`src/rtl/run_bit_packer_pkg.sv`:
```
// Shared constants for the run-mode bit packer: code modes, field limits
// and the JPEG-LS marker byte that triggers bit stuffing.
package run_bit_packer_pkg;

  localparam logic [1:0] RUN_CONT = 2'b10;
  localparam logic [1:0] RUN_INT  = 2'b11;
  localparam int         MAX_ONES = 24;
  localparam int         MAX_REM  = 9;
  localparam logic [7:0] BYTE_FF  = 8'hFF;

  // Longest code a single triplet can append.
  localparam int         CODE_W   = MAX_ONES + MAX_REM;

endpackage

```
`src/rtl/run_bit_packer_stuffer.sv`:
```
// ls_byte_stuffer: output byte register with JPEG-LS stuffing. Takes 7 bits
// after an 0xFF byte (MSB forced 0), 8 otherwise, and reports bits consumed.
module ls_byte_stuffer
  import run_bit_packer_pkg::*;
#(
  parameter int FILL_W = 7
) (
  input  logic              clk,
  input  logic              reset,
  input  logic [7:0]        top8,
  input  logic [FILL_W-1:0] fill,
  input  logic              flushing,
  input  logic              byte_ready,
  output logic [7:0]        byte_out,
  output logic              byte_valid,
  output logic              stuff,
  output logic [3:0]        taken
);

  logic [7:0] byte_q, byte_d;
  logic       vld_q, stuff_q;
  logic [3:0] need;
  logic       avail, drain, load;

  always_comb begin
    need   = stuff_q ? 4'd7 : 4'd8;
    avail  = (fill >= FILL_W'(need));
    // Under flush a short tail is sent zero-padded; a pending stuff flag
    // with nothing left still forces the trailing 0x00.
    drain  = flushing && ((fill != '0) || stuff_q);
    load   = (!vld_q || byte_ready) && (avail || drain);
    byte_d = stuff_q ? {1'b0, top8[7:1]} : top8;
    taken  = '0;
    if (load) begin
      taken = avail ? need : fill[3:0];
    end
  end

  always_ff @(posedge clk or negedge reset) begin
    if (!reset) begin
      byte_q  <= '0;
      vld_q   <= 1'b0;
      stuff_q <= 1'b0;
    end else if (load) begin
      byte_q  <= byte_d;
      vld_q   <= 1'b1;
      stuff_q <= (byte_d == BYTE_FF);
    end else if (byte_ready) begin
      vld_q   <= 1'b0;
    end
  end

  assign byte_out   = byte_q;
  assign byte_valid = vld_q;
  assign stuff      = stuff_q;

endmodule

```
`src/rtl/run_bit_packer.sv`:
```
// Run-mode code packer: appends (ones, remainder) codes MSB-first into a bit
// accumulator, serialises stuffed bytes, forwards the interruption limit.
module run_bit_packer
  import run_bit_packer_pkg::*;
#(
  parameter int ACC_W  = 64,
  parameter int ONES_W = 6,
  parameter int REM_W  = 11,
  parameter int RLEN_W = 4
) (
  input  logic              clk,
  input  logic              reset,
  input  logic              en_in,
  input  logic [1:0]        mode_in,
  input  logic [ONES_W-1:0] ones_len,
  input  logic [REM_W-1:0]  rem_code,
  input  logic [RLEN_W-1:0] rem_len,
  input  logic [3:0]        limit_in,
  input  logic              flush,
  output logic              in_ready,
  output logic [7:0]        byte_out,
  output logic              byte_valid,
  input  logic              byte_ready,
  output logic [3:0]        limit_out,
  output logic              limit_valid,
  output logic              flush_done
);

  localparam int FILL_W = $clog2(ACC_W + 1);

  logic [ACC_W-1:0]  acc_q, acc_d;
  logic [FILL_W-1:0] fill_q, fill_d, fill_rem, add;
  logic              flushing_q, flushing_d;
  logic              flush_done_q, flush_done_d;
  logic [3:0]        limit_q;
  logic              limit_vld_q;

  logic              acc_in, flush_acc, done_now;
  logic [ONES_W-1:0] ones_sat;
  logic [RLEN_W-1:0] rlen_sat;
  logic [CODE_W-1:0] ones_field, rem_field, code;
  logic [3:0]        taken;
  logic              stuff;

  // Space for one worst-case code must remain before a triplet is taken.
  assign in_ready  = !flushing_q && (fill_q <= FILL_W'(ACC_W - CODE_W));
  assign acc_in    = en_in && in_ready;
  assign flush_acc = flush && in_ready;

  ls_byte_stuffer #(.FILL_W(FILL_W)) u_stuffer (
    .clk        (clk),
    .reset      (reset),
    .top8       (acc_q[ACC_W-1 -: 8]),
    .fill       (fill_q),
    .flushing   (flushing_q),
    .byte_ready (byte_ready),
    .byte_out   (byte_out),
    .byte_valid (byte_valid),
    .stuff      (stuff),
    .taken      (taken)
  );

  always_comb begin
    ones_sat   = (ones_len > ONES_W'(MAX_ONES)) ? ONES_W'(MAX_ONES) : ones_len;
    rlen_sat   = (rem_len > RLEN_W'(MAX_REM)) ? RLEN_W'(MAX_REM) : rem_len;
    ones_field = ((CODE_W'(1) << ones_sat) - CODE_W'(1)) << rlen_sat;
    rem_field  = CODE_W'(rem_code) & ((CODE_W'(1) << rlen_sat) - CODE_W'(1));
    code       = ones_field | rem_field;
    add        = '0;
    if (acc_in && ((mode_in == RUN_CONT) || (mode_in == RUN_INT))) begin
      add = FILL_W'(ones_sat) + FILL_W'(rlen_sat);
    end

    // Emit shifts the consumed bits out of the top; the new code lands
    // directly below whatever remains.
    fill_rem = fill_q - FILL_W'(taken);
    acc_d    = acc_q << taken;
    if (add != '0) begin
      acc_d = acc_d | (ACC_W'(code) << (FILL_W'(ACC_W) - fill_rem - add));
    end
    fill_d = fill_rem + add;

    done_now = (flushing_q || flush_acc) && (fill_q == '0) && (add == '0)
               && !stuff && (!byte_valid || byte_ready);
    flush_done_d = done_now;
    flushing_d   = flushing_q;
    if (done_now) begin
      flushing_d = 1'b0;
    end else if (flush_acc) begin
      flushing_d = 1'b1;
    end
  end

  always_ff @(posedge clk or negedge reset) begin
    if (!reset) begin
      acc_q        <= '0;
      fill_q       <= '0;
      flushing_q   <= 1'b0;
      flush_done_q <= 1'b0;
    end else begin
      acc_q        <= acc_d;
      fill_q       <= fill_d;
      flushing_q   <= flushing_d;
      flush_done_q <= flush_done_d;
    end
  end

  always_ff @(posedge clk or negedge reset) begin
    if (!reset) begin
      limit_q     <= '0;
      limit_vld_q <= 1'b0;
    end else begin
      limit_vld_q <= acc_in && (mode_in == RUN_INT);
      if (acc_in && (mode_in == RUN_INT)) begin
        limit_q <= limit_in;
      end
    end
  end

  assign limit_out   = limit_q;
  assign limit_valid = limit_vld_q;
  assign flush_done  = flush_done_q;

endmodule

```
`config.mk`:
```
export PLATFORM = sky130hd
export DESIGN_NAME = run_bit_packer
export DESIGN_NICKNAME = d
export VERILOG_FILES = /design/src/rtl/run_bit_packer_pkg.sv /design/src/rtl/run_bit_packer_stuffer.sv /design/src/rtl/run_bit_packer.sv
export SDC_FILE = /design/constraint.sdc
export NUM_CORES = 1
export LEC_CHECK = 0
export ABC_AREA = 1
export CORE_UTILIZATION = 35
export CTS_BUF_LIST = sky130_fd_sc_hd__clkbuf_4
export DETAILED_ROUTE_END_ITERATION = 7
export SLEW_MARGIN = 5
export SYNTH_ARGS = -nofsm -noshare
export SYNTH_HDL_FRONTEND = slang
export SYNTH_SLANG_ARGS = --single-unit
```
`constraint.sdc`:
```
create_clock -name clk -period 7.5 [get_ports clk]
set_input_delay 1.125 -clock clk [delete_from_list [all_inputs] [get_ports clk]]
set_output_delay 1.125 -clock clk [all_outputs]
set_load 0.01 [all_outputs]
```
### After elaboration in Yosys (flattened, before gate mapping)

Cells that the tools add are included.

* muxes and demuxes: 12
* bitwise gates (word level): 3
* equal/unequal tests: 3
* $lt $le $gt $ge: 4
* reductions and logical operators: 25
* add/subtract/negate cells: 7
* shifts and indexed selects: 5

Operators by type and width (count)
* 2-to-1 mux 64 bit: 1
* bitwise OR 64 bit: 1
* << shifter 33 x 7 -> 64 bit: 1
* << shifter 64 x 4 -> 64 bit: 1
* AND 11 x 33 -> 33 bit: 1
* bitwise OR 33 bit: 1
* << shifter 1 x 4 -> 33 bit (first input constant): 1
* << shifter 1 x 6 -> 33 bit (first input constant): 1
* << shifter 33 x 4 -> 33 bit: 1
* subtractor 33 x 1 -> 33 bit (second input constant): 1
* subtractor 33 x 2 -> 33 bit (second input constant): 1
* 2-to-1 mux 4 bit: 4
* zero test 7 bit: 2
* nonzero test 7 bit: 2
* logical AND 1 bit: 11
* equality test 8 bit (second input constant): 1
* 2-to-1 mux 8 bit: 1
* adder 6 x 4 -> 7 bit: 1
* adder 7 bit: 1
* >= comparator 7 x 4 -> 1 bit: 1
* <= comparator 7 x 5 -> 1 bit (second input constant): 1
* 2-to-1 mux 7 bit: 1
* subtractor 7 x 4 -> 7 bit: 1
* subtractor 7 bit: 1
* 9 further kinds: 20

* input bits: 32
* word-level logic and storage cells: 68
* output and inout port bits: 16
* register bits: 88

### Logic depth before layout (Yosys ltp)

* depth after elaboration: 12
* depth in mapped cells: 36
* gate-level depth less buffers: 34

### Cells and area by module

A second synthesis with hierarchy kept.

* cells, all modules: 2027
* area, all modules: 11459.7 µm²

Modules (own cells, without submodules)
* run_bit_packer: area an instance 10654.0 µm², cells an instance 1904, instances 1
* ls_byte_stuffer: area an instance 805.8 µm², cells an instance 123, instances 1

### Worst setup path before layout

Ideal clock, no wire load.

* kind: register to register
* start point: register u_stuffer.stuff_q, in the netlist u_stuffer.stuff
* end point: register acc_q[46]
* period minus slack after synthesis: 5259 ps
* path slack: 2241 ps
* required time: 7434 ps
* stages on the path, launching flop included: 31
* data arrival time: 5193 ps
* cells stage by stage: dfrtp_1 clkinv_1 ha_1 o21ai_0 nand2_1 nand2_1 inv_1 o21ai_0 nand2_1 a21oi_1 nor2_1 nand2_1 nor2_1 inv_1 clkbuf_1 clkbuf_1 ha_1 nand2_1 o21ai_0 xor2_1 inv_1 ha_1 ha_1 a21oi_1 o21ai_0 xnor2_1 inv_1 clkbuf_1 a21oi_1 nand2_1 nand2_1

* word-level cells in the longest chain between the ends: 11
* elaborated cells between the ends (all ways): 15
* classes of those cells: add/sub (3); order compare (1); shift (2); mux (4); bitwise (1); reduce/logical (4)

RTL lines
* from (decl): line run_bit_packer_stuffer.sv:21 `logic vld_q, stuff_q;`
* from (signal assigned): line run_bit_packer_stuffer.sv:47 `stuff_q <= (byte_d == BYTE_FF);`
* 2-to-1 mux 4 bit / logical OR 1 bit (equally long branches): line run_bit_packer_stuffer.sv:26, run_bit_packer_stuffer.sv:30
* >= comparator 7 x 4 -> 1 bit / logical AND 1 bit (equally long branches): line run_bit_packer_stuffer.sv:27, run_bit_packer_stuffer.sv:30
* logical OR 1 bit: line run_bit_packer_stuffer.sv:31 `load = (!vld_q || byte_ready) && (avail || drain);`
* logical AND 1 bit: line run_bit_packer_stuffer.sv:31
* 2-to-1 mux 4 bit *: line run_bit_packer_stuffer.sv:34 `if (load) begin`
* subtractor 7 x 4 -> 7 bit: line run_bit_packer.sv:76 `fill_rem = fill_q - FILL_W'(taken);`
* subtractor 7 bit (2 in a row): line run_bit_packer.sv:79 `acc_d = acc_d | (ACC_W'(code) << (FILL_W'(ACC_W) - fill_rem - add));`
* << shifter 33 x 7 -> 64 bit: line run_bit_packer.sv:79
* bitwise OR 64 bit: line run_bit_packer.sv:79
* 2-to-1 mux 64 bit *: line run_bit_packer.sv:78 `if (add != '0) begin`
* named net acc_d[46]: line run_bit_packer.sv:31 `logic [ACC_W-1:0] acc_q, acc_d;`
* to (signal assigned): line run_bit_packer.sv:96 `acc_q <= '0;`
* to (signal assigned): line run_bit_packer.sv:101 `acc_q <= acc_d;`
* to (decl): line run_bit_packer.sv:31

Mark *: on every way through the listed nets, which the timed path passes. The rest lies on a longest branch.
A chain may end at the register's enable or synchronous reset.

### Final worst setup path

Same ends and word-level chain as after synthesis.

==> metrics.txt <==
DRT Pass-1 Iters=7; HP Class=in -> async; WL/cell=15.8 um; layout cells sized above 1=0.0611; Post-DRT Antenna Nets=0; fmax=164 MHz; CTS sink count=88; # Post-CTS Setup Buffers=0; Clock Latency Late Sink=510 ps; dpl cell area=0.0123 sq mm; Nets=2058; Yosys top cell area share=0.212; GRT Util Overall=0.235; Synth area leader=nand2_1; Total Neg Setup Slack=0 ps; Crit-path slowest cell=xnor2_1; DP Worst Slack=1150 ps; unrepaired setup endpoints after global routing=no; initial antenna violation count=1; cells after synthesis=2025; Die Y=183 um; clk buf depth=2; IO buf count=46; max-slew violations=0; Initial Util=0.360; total CTS buffers=9; DRC=0; CTS tree=yes; DIE AREA=0.0335 sq mm; syn_nets=2090; Period minus WS final=6090 ps; worst setup margin=1410 ps; final instance area=0.0125 sq mm; first-pass GRT wire length=63300 um; number of buffers and inverters on the critical path=8; Core Box Area=0.0319 sq mm; Worst setup SP type=flip-flop; setup slack, reg-to-reg=1410 ps; Root Buffer=clkbuf_4; crit path DAT=6500 ps; CP Capture Type=flip-flop; pin count of the biggest net entering global routing=94; Slew @ Worst Pin=990 ps; Yosys warning count=0; status=completed; syn_area_per_cell=5.67 sq um; EDFF count, synth=0; Max H-tree Level=3; Final Hold Vio Count=0; Seq/Total Area, Yosys=0.192; Crit Path Category=reg -> reg; Setup-failing EPs final=0; critical path's top delay family=buffers and inverters; final worst-path cycle share=0.812; Most used DFF post-synth=dfrtp_1; Worst Skew=30.8 ps; Layout area overhead=8.83%; mapped cell area=0.0115 sq mm; dpl hpwl=30300 um; wirelength, routed=38300 um; clk slew on worst S/H paths=170 ps; num rows=65; Post-synth ARST share=1.00; max-cap viol count=0; most used cell, CP=nand2_1; overflow left after global routing=0; hold buffer count at cts=0; Yosys cell types=51; routed vias/inst=5.48; WP data required=7910 ps; die width=183 um; Max transition margin=0.339; Via Count=13300; first-iteration detailed-routing DRC count=1549; main area contributors after synthesis=nand2_1 (21%), nand3_1 (20%), dfrtp_1 (19%); worst stage delay on the critical path=580 ps; CTS resizes=0; Final Wtd Congestion=1.01; Ports=48; vias in the first global route=12100; Yosys reg bits=88; CP max FO=18
[cell usage in the layout, fill, tap and decap left out, types with 3 or more instances in the layout]
cell,n
ha_1,30
nand2_2,5
nor2_1,79
clkbuf_4,10
dfrtp_1,88
xnor2_1,4
o21ai_0,173
clkdlybuf4s50_1,45
nor3_1,9
a31oi_1,9
a21oi_1,32
nand3_1,456
o211ai_1,9
nand4_1,61
inv_2,18
bufinv_16,4
o221ai_1,4
o32ai_1,3
clkinv_1,5
or2_2,5
o22ai_1,7
nand2_1,646
and2_1,35
fa_1,3
inv_1,128
o21ai_1,19
nor2_4,6
mux2i_1,7
xor2_1,10
buf_4,36
nor2_2,11
nand3_2,10
[routing by layer]
| metal | part of all wire | vias up | track usage |
|---|---|---|---|
| li1 | - | 6746 | - |
| met1 | 0.48 | 6155 | 0.336 |
| met2 | 0.45 | 391 | 0.370 |
| met3 | 0.055 | 44 | 0.0266 |
| met4 | 0.021 | 0 | 0.0647 |
| met5 | 0 | - | 0 |
[registers in the layout (all words and copies together), names as in the netlist]
name                  cells
u_stuffer.byte_out        8
fill_q                    7
u_stuffer.byte_valid      1
flushing_q                1
limit_valid               1
u_stuffer.stuff           1
acc_q                    64
flush_done                1
limit_out                 4
[synthesized netlist by cell type, types with 7 or more instances]
master	instances
xor2_1	11
nor2_2	7
buf_2	32
mux2i_1	7
nand3_2	9
inv_2	17
nor2_1	83
a31oi_1	9
dfrtp_1	88
buf_1	19
ha_1	30
nand4_1	61
o211ai_1	9
and2_1	35
nor3_1	9
o21ai_0	173
nand2_1	647
clkbuf_1	71
inv_1	129
a21oi_1	33
nand3_1	457
o22ai_1	7
o21ai_1	19
[area by class of cell]
cell class              count  area, sq um
diodes                      1         2.50
clock buffers              10         75.1
clock inverters             6          140
fillers                  3640        19400
inverters                 152          573
multi-input cells        1661         8230
flip-flops and latches     88         2200
well taps                 435          544
repair buffers             81          721
[path summary, 6_finish.rpt]
| check | start | end | depth (start not counted) |
|---|---|---|---|
| max reg2reg | u_stuffer.stuff | acc_q[46] | 31 |
| min reg2reg | u_stuffer.byte_out[3] | u_stuffer.byte_out[3] | 2 |
| min in group clk | u_stuffer.byte_out[3] | u_stuffer.byte_out[3] | 2 |
| max in group asynchronous | reset | flush_done | 2 |
| max | u_stuffer.stuff | acc_q[46] | 31 |
| min | reset | limit_valid | 1 |
[stage by stage]
step | utilization | hold slack (ps) | instances
floorplan | - | 506 | 2025
global placement | 0.385 | 453 | 2417
detailed placement | 0.385 | 458 | 2417
CTS | 0.392 | 443 | 2433
global route | 0.392 | 432 | 2434
finish | 0.392 | 455 | 2434
[cell families (layout without fill, tap and decap cells)]
logic type,after synthesis,after routing,synth area share
muxes,7,7,0.00611
buffers and inverters,276,249,0.0950
adders and majority gates,33,33,0.0380
xor gates and xnor gates,15,15,0.0114
AOI/OAI and AO/OA,270,270,0.128
other,0,1,0
DFF,88,88,0.192
and+or+nand+nor,1336,1336,0.530
Power is not shown: default switching activity piles up to over one toggle a cycle in this logic, so the estimate is an artifact.
